--- src/rtl/rob_ctrl.sv ---
// Reorder-buffer pointer/sequencing controller: allocates at tail, retires at head,
// and walks squashed entries youngest-first after a mispredict.
module rob_ctrl #(
  parameter int ROB_SZ = 8,
  parameter int IDX_W  = $clog2(ROB_SZ)
) (
  input  logic             clock,
  input  logic             reset,
  input  logic             disp_req,
  output logic             disp_gnt,
  output logic [IDX_W-1:0] disp_idx,
  input  logic             head_done,
  output logic             retire_valid,
  output logic [IDX_W-1:0] retire_idx,
  input  logic             squash_req,
  input  logic [IDX_W-1:0] squash_idx,
  output logic             squash_ack,
  output logic             walk_valid,
  output logic [IDX_W-1:0] walk_idx,
  output logic             busy,
  output logic             full,
  output logic             empty,
  output logic [IDX_W:0]   count
);

  localparam logic [0:0] NORMAL = 1'b0;
  localparam logic [0:0] WALK   = 1'b1;

  localparam logic [IDX_W:0]   FULL_CNT = (IDX_W+1)'(ROB_SZ);
  localparam logic [IDX_W:0]   ONE_CNT  = (IDX_W+1)'(1);
  localparam logic [IDX_W-1:0] ONE_IDX  = IDX_W'(1);

  logic [IDX_W-1:0] head_q, head_d;
  logic [IDX_W-1:0] tail_q, tail_d;
  logic [IDX_W-1:0] wptr_q, wptr_d;
  logic [IDX_W-1:0] stop_q, stop_d;
  logic [IDX_W:0]   count_q, count_d;
  logic [0:0]       state_q, state_d;

  logic             in_walk;
  logic [IDX_W-1:0] off;
  logic             off_valid;
  logic             off_youngest;
  logic             start_walk;

  assign in_walk      = (state_q == WALK);
  assign full         = (count_q == FULL_CNT);
  assign empty        = (count_q == '0);
  assign count        = count_q;
  assign busy         = in_walk;
  assign walk_valid   = in_walk;
  assign walk_idx     = wptr_q;
  assign disp_idx     = tail_q;
  assign retire_idx   = head_q;

  assign retire_valid = head_done & ~empty;
  assign disp_gnt     = disp_req & ~full & ~squash_req & ~in_walk;
  assign squash_ack   = squash_req & ~in_walk;

  // Branch age relative to the pre-retire head; only a branch with younger entries walks.
  assign off          = squash_idx - head_q;
  assign off_valid    = ({1'b0, off} < count_q);
  assign off_youngest = ({1'b0, off} == (count_q - ONE_CNT));
  assign start_walk   = squash_ack & off_valid & ~off_youngest;

  always_comb begin
    head_d  = head_q + IDX_W'(retire_valid);
    tail_d  = tail_q;
    wptr_d  = wptr_q;
    stop_d  = stop_q;
    state_d = state_q;
    count_d = count_q + (IDX_W+1)'(disp_gnt)
                      - (IDX_W+1)'(retire_valid)
                      - (IDX_W+1)'(in_walk);
    if (in_walk) begin
      tail_d = wptr_q;
      if (wptr_q == stop_q + ONE_IDX) begin
        state_d = NORMAL;
      end else begin
        wptr_d = wptr_q - ONE_IDX;
      end
    end else begin
      if (disp_gnt) begin
        tail_d = tail_q + ONE_IDX;
      end
      if (start_walk) begin
        wptr_d  = tail_q - ONE_IDX;
        stop_d  = squash_idx;
        state_d = WALK;
      end
    end
  end

  always_ff @(posedge clock or negedge reset) begin
    if (!reset) begin
      head_q  <= '0;
      tail_q  <= '0;
      wptr_q  <= '0;
      stop_q  <= '0;
      count_q <= '0;
      state_q <= NORMAL;
    end else begin
      head_q  <= head_d;
      tail_q  <= tail_d;
      wptr_q  <= wptr_d;
      stop_q  <= stop_d;
      count_q <= count_d;
      state_q <= state_d;
    end
  end

endmodule

--- config.mk ---
export PLATFORM = sky130hd
export DESIGN_NAME = rob_ctrl
export DESIGN_NICKNAME = d
export VERILOG_FILES = /design/src/rtl/rob_ctrl.sv
export SDC_FILE = /design/constraint.sdc
export NUM_CORES = 1
export LEC_CHECK = 0
export CORE_ASPECT_RATIO = 0.7
export CORE_MARGIN = 1.5
export CORE_UTILIZATION = 52
export DETAILED_ROUTE_END_ITERATION = 10
export MAX_ROUTING_LAYER = met4
export PLACE_DENSITY = 0.83
export SYNTH_ARGS = -nofsm -noshare
export SYNTH_HDL_FRONTEND = slang
export SYNTH_SLANG_ARGS = --single-unit
--- constraint.sdc ---
create_clock -name clock -period 3.7 [get_ports clock]
set_input_delay 0.74 -clock clock [delete_from_list [all_inputs] [get_ports clock]]
set_output_delay 0.74 -clock clock [all_outputs]
set_load 0.02 [all_outputs]
After elaboration in Yosys (flattened, before gate mapping):

Cells that the tools add are included.

* bits in registers: 17
* latch bits: 0
* RAM bits: 0
* bits in read-only memories: 0
* output and inout bits: 20
* logic and storage cells: 46
* memories: 0

* add/subtract/negate cells: 10
* multipliers: 0
* divide/modulo/power cells: 0
* order comparisons: 1
* eq/ne operators: 4
* shifts and indexed selects: 0
* multiplexer cells: 8
* bitwise logic cells: 12
* reduce and logical (&&, ||, !) cells: 5

Operators with widths (count)
* 3-bit 2-to-1 mux: 5
* 4-bit by 1-bit subtractor with 4-bit output: 2
* 1-bit bitwise AND: 7
* 3-bit by 1-bit adder with 3-bit output, second input constant: 2
* 3-bit by 1-bit subtractor with 3-bit output, second input constant: 2
* 1-bit inverter: 5
* 4-bit by 1-bit adder with 4-bit output: 1
* 3-bit by 4-bit equality test with 1-bit output: 1
* 4-bit equality test, second input constant: 1
* 4-bit logical NOT: 1
* 3-bit by 4-bit < comparator with 1-bit output: 1
* 2-bit AND reduction: 2
* 2-bit nonzero test: 2
* 4-bit by 1-bit subtractor with 4-bit output, second input constant: 1
* 3-bit by 1-bit adder with 3-bit output: 1
* 3-bit equality test: 1
* 1-bit 2-to-1 mux: 3
* 3-bit subtractor: 1
* 2-bit inequality test, second input constant: 1

Longest topological paths before layout:

* depth in word-level cells: 8
* depth in mapped cells: 12
* gate-level depth less buffers: 12

Least setup slack after synthesis:

Ideal clock, no wire load.

* path kind: input-to-reg
* from: in squash_idx[0]
* to: reg wptr_q[0], in the netlist walk_idx[0]
* data arrival time: 2861 ps
* data required time: 3575 ps
* setup slack: 714 ps
* stages on the path: 11
* cell sequence: inv_1 ha_1 inv_1 fa_1 xnor3_2 ha_1 or2_2 o221ai_1 o211ai_4 nand2_4 mux2_4

* longest elaborated chain between the ends: 6
* elaborated cells between the ends (all ways): 8
* those cells by class: 1 x add/sub; 1 x order compare; 1 x eq/ne; 3 x bitwise; 2 x reduce/logical

Ends and longest elaborated chain
* from (decl): RTL line 16 `input logic [IDX_W-1:0] squash_idx,`
* 3-bit subtractor (*): RTL line 61 `assign off = squash_idx - head_q;`
* 3-bit by 4-bit < comparator with 1-bit output or 3-bit by 4-bit equality test with 1-bit output (tied branches): RTL line 62, 63
* 1-bit bitwise AND or 1-bit inverter (tied branches): RTL line 64 `assign start_walk = squash_ack & off_valid & ~off_youngest;`
* 1-bit bitwise AND (*): RTL line 64
* 2-bit nonzero test (no source line) (*)
* 2-bit AND reduction (no source line) (*)
* to (signal assigned): RTL line 105 `wptr_q <= wptr_d;`
* to (decl): RTL line 35 `logic [IDX_W-1:0] wptr_q, wptr_d;`

Every way passes the cells marked *; elsewhere a longest branch is shown, timed or not.
A chain may end at the register's enable or synchronous reset.

Worst setup path in the final report:

Same ends and word-level chain as after synthesis.

==> reports/results.ini <==
[clocking]
cts.hold.buffers_added=0
cts_root_buf=clkbuf_4
worstSkewPairLatency_ns=0.29
cts_tree=built
cts.repair.resized=0
h-tree-depth=1
cts_made_buffers=3
path_clk_slew_ns=0.10
max-clock-path-buffers=2
cts_setup_buffers=0
numClockSinks=17

[timing]
setup_viol=0
grt_setup_unrepaired=false
clock_skew_ns=0.001567
hold_ws_ns=0.5062
finalMaxSlewViolations=0
maxClockFrequency_ghz=0.3064
slew_headroom=0.4747
period_share=0.8821
final.min_clock_period_ns=3.264
worstMarginPinSlew_ns=0.7855
hold_viol_final=0
tns_ns=0
fin_ws_ns=0.4363

[yosys]
synth_top_family_by_area=adder cells
yosysTopAreaCell=dfrtp_1
synthCells=104
synth_nets=130
synth_mux_area_frac=0.06674
ys_async_sr_fraction=1.000
synth_seq_area_share=0.3660
synth_top_area_frac=0.3660
synth_area_leaders=dfrtp_1 (37%), ha_1 (16%), fa_1 (5.2%)
synth_compound_area_frac=0.09903
synth-adder-area-share=0.2131
syn_area_per_cell_um2=11.18
synth_edf_count=0
yosys_warnings=0
synthesis.area_um2=1162
synthFlopType=dfrtp_1
synth_xor_area_frac=0.1023
synthSimpleGateAreaFrac=0.09150
ys_types=31
yosys_register_bits=17

[global_routing]
first_global_vias=848
grtUsageTotal=0.2341
grt_pass1_wl_mm=4.119
grt_overflow=0
antenna_found_initial=0
grt_max_degree=18

[setup_path]
critPathKind=in -> reg
startpoint=squash_idx[0]
startpoint_type=input port
end_kind=flop
critical_path_arrival_ns=3.45
critPathMaxFanout=6
worstReg2RegStart=count[0]
required_ns=3.89

[final_layout]
nets=160
insertedDiodeCount=0
syn_to_final_growth_pct=27.99
final_cell_mix=clkdlybuf4s50_1 (27), dfrtp_1 (17), inv_1 (16)
utilization=0.6961
fin_area_um2=1488
final_cell_count_no_fill=165
layout_commonest_cell=clkdlybuf4s50_1
drive_gt1_frac=0.09023

[place]
io_buffers=27
place_inst=161
gp_congestion=0.7790
place_area_um2=1461
hpwl_mm=1.876
place_ws_ns=0.1434

[power_and_ir_drop]
vdd_drop_max_v=0.0005287
power.total_mw=1.626
p_leak_nw=0.7268
power_density_nw_per_um2=1093

[route]
drc=0
num_vias=850
drt-total-wl_mm=2.353
via_per_inst=5.152
ant_nets=0
route.detailed.wl_per_inst_um=14.26
dr.pass1.iters=4
drtIter0Drc=13

[floorplan]
die_w_um=59.51
dieHeight_um=42.56
start_util=0.5439
rows=14
ios=28
die_area_um2=2532
coreArea_um2=2137

[min_path]
min_from=retire_idx[2]
min_path_type=reg -> reg

[job]
maxCapViolations=0

[run_status]
run_status=finished, final reports clean

==> final cells by class <==
type                            instances  area [um2]
Clock buffer                            4       26.28
Inverter                               16       60.06
Fill cell                             167       649.4
Timing Repair Buffer                   27       270.3
Multi-Input combinational cell         69       665.6
Tap cell                               32       40.04
Sequential cell                        17       425.4
==> worst max-delay path: stages <==
cell and delay, ns:
clkdlybuf4s50_1 0.40, inv_1 0.08, ha_1 0.15, inv_1 0.05, fa_1 0.36, xnor3_2 0.27, ha_1 0.22, or2_2 0.27
o221ai_1 0.32, o211ai_4 0.18, nand2_4 0.13, mux2_4 0.29
==> synthesized netlist by cell type, types with 2 or more instances <==
cell type / instances
mux2_2: 2
dfrtp_1: 17
fa_1: 3
a21boi_0: 2
nor2_1: 2
xnor2_1: 5
nor2b_1: 2
ha_1: 15
inv_1: 16
o21ai_0: 3
xor2_1: 4
nand2_1: 9
mux2i_1: 4
a21oi_1: 3
==> kinds of logic (layout without fill, tap and decap cells) <==
| group | count (synthesis) | after routing |
|---|---|---|
| AO/OA/AOI/OAI | 13 | 13 |
| XOR/XNOR | 11 | 11 |
| adder cells (fa/ha/maj) | 18 | 18 |
| buffers and inverters | 18 | 47 |
| flip-flops | 17 | 17 |
| multiplexers | 7 | 7 |
| AND/OR/NAND/NOR | 20 | 20 |
==> registers in the layout, indices dropped and copies added (netlist names) <==
register    cells
count           4
walk_idx        3
stop_q          3
disp_idx        3
retire_idx      3
busy            1
==> layer usage <==
layer,vias up,part of all wire,global-route usage
met3,5,0.059,0.06481
met2,28,0.46,0.3385
met5,-,0,-
li1,407,-,-
met4,0,0.011,0.06667
met1,410,0.47,0.3234
==> worst paths after layout <==
kind | to | slack, ns | cells after the start
worst max register to register | count[3] | 0.91 | 10
worst min register to register | retire_idx[2] | 0.51 | 1
max in group asynchronous | count[0] | 2.32 | 1
worst min-delay path | retire_idx[2] | 0.51 | 1
worst max-delay path | walk_idx[0] | 0.44 | 12
min in group asynchronous | retire_idx[2] | 0.89 | 1
==> power by group <==
group	switching [mW]	internal [mW]	leakage, nW
combinational	0.573	0.537	0.513
sequential	0.124	0.292	0.199
clock	0.0592	0.0420	0.0150
Power figures use the tool's default switching activity.
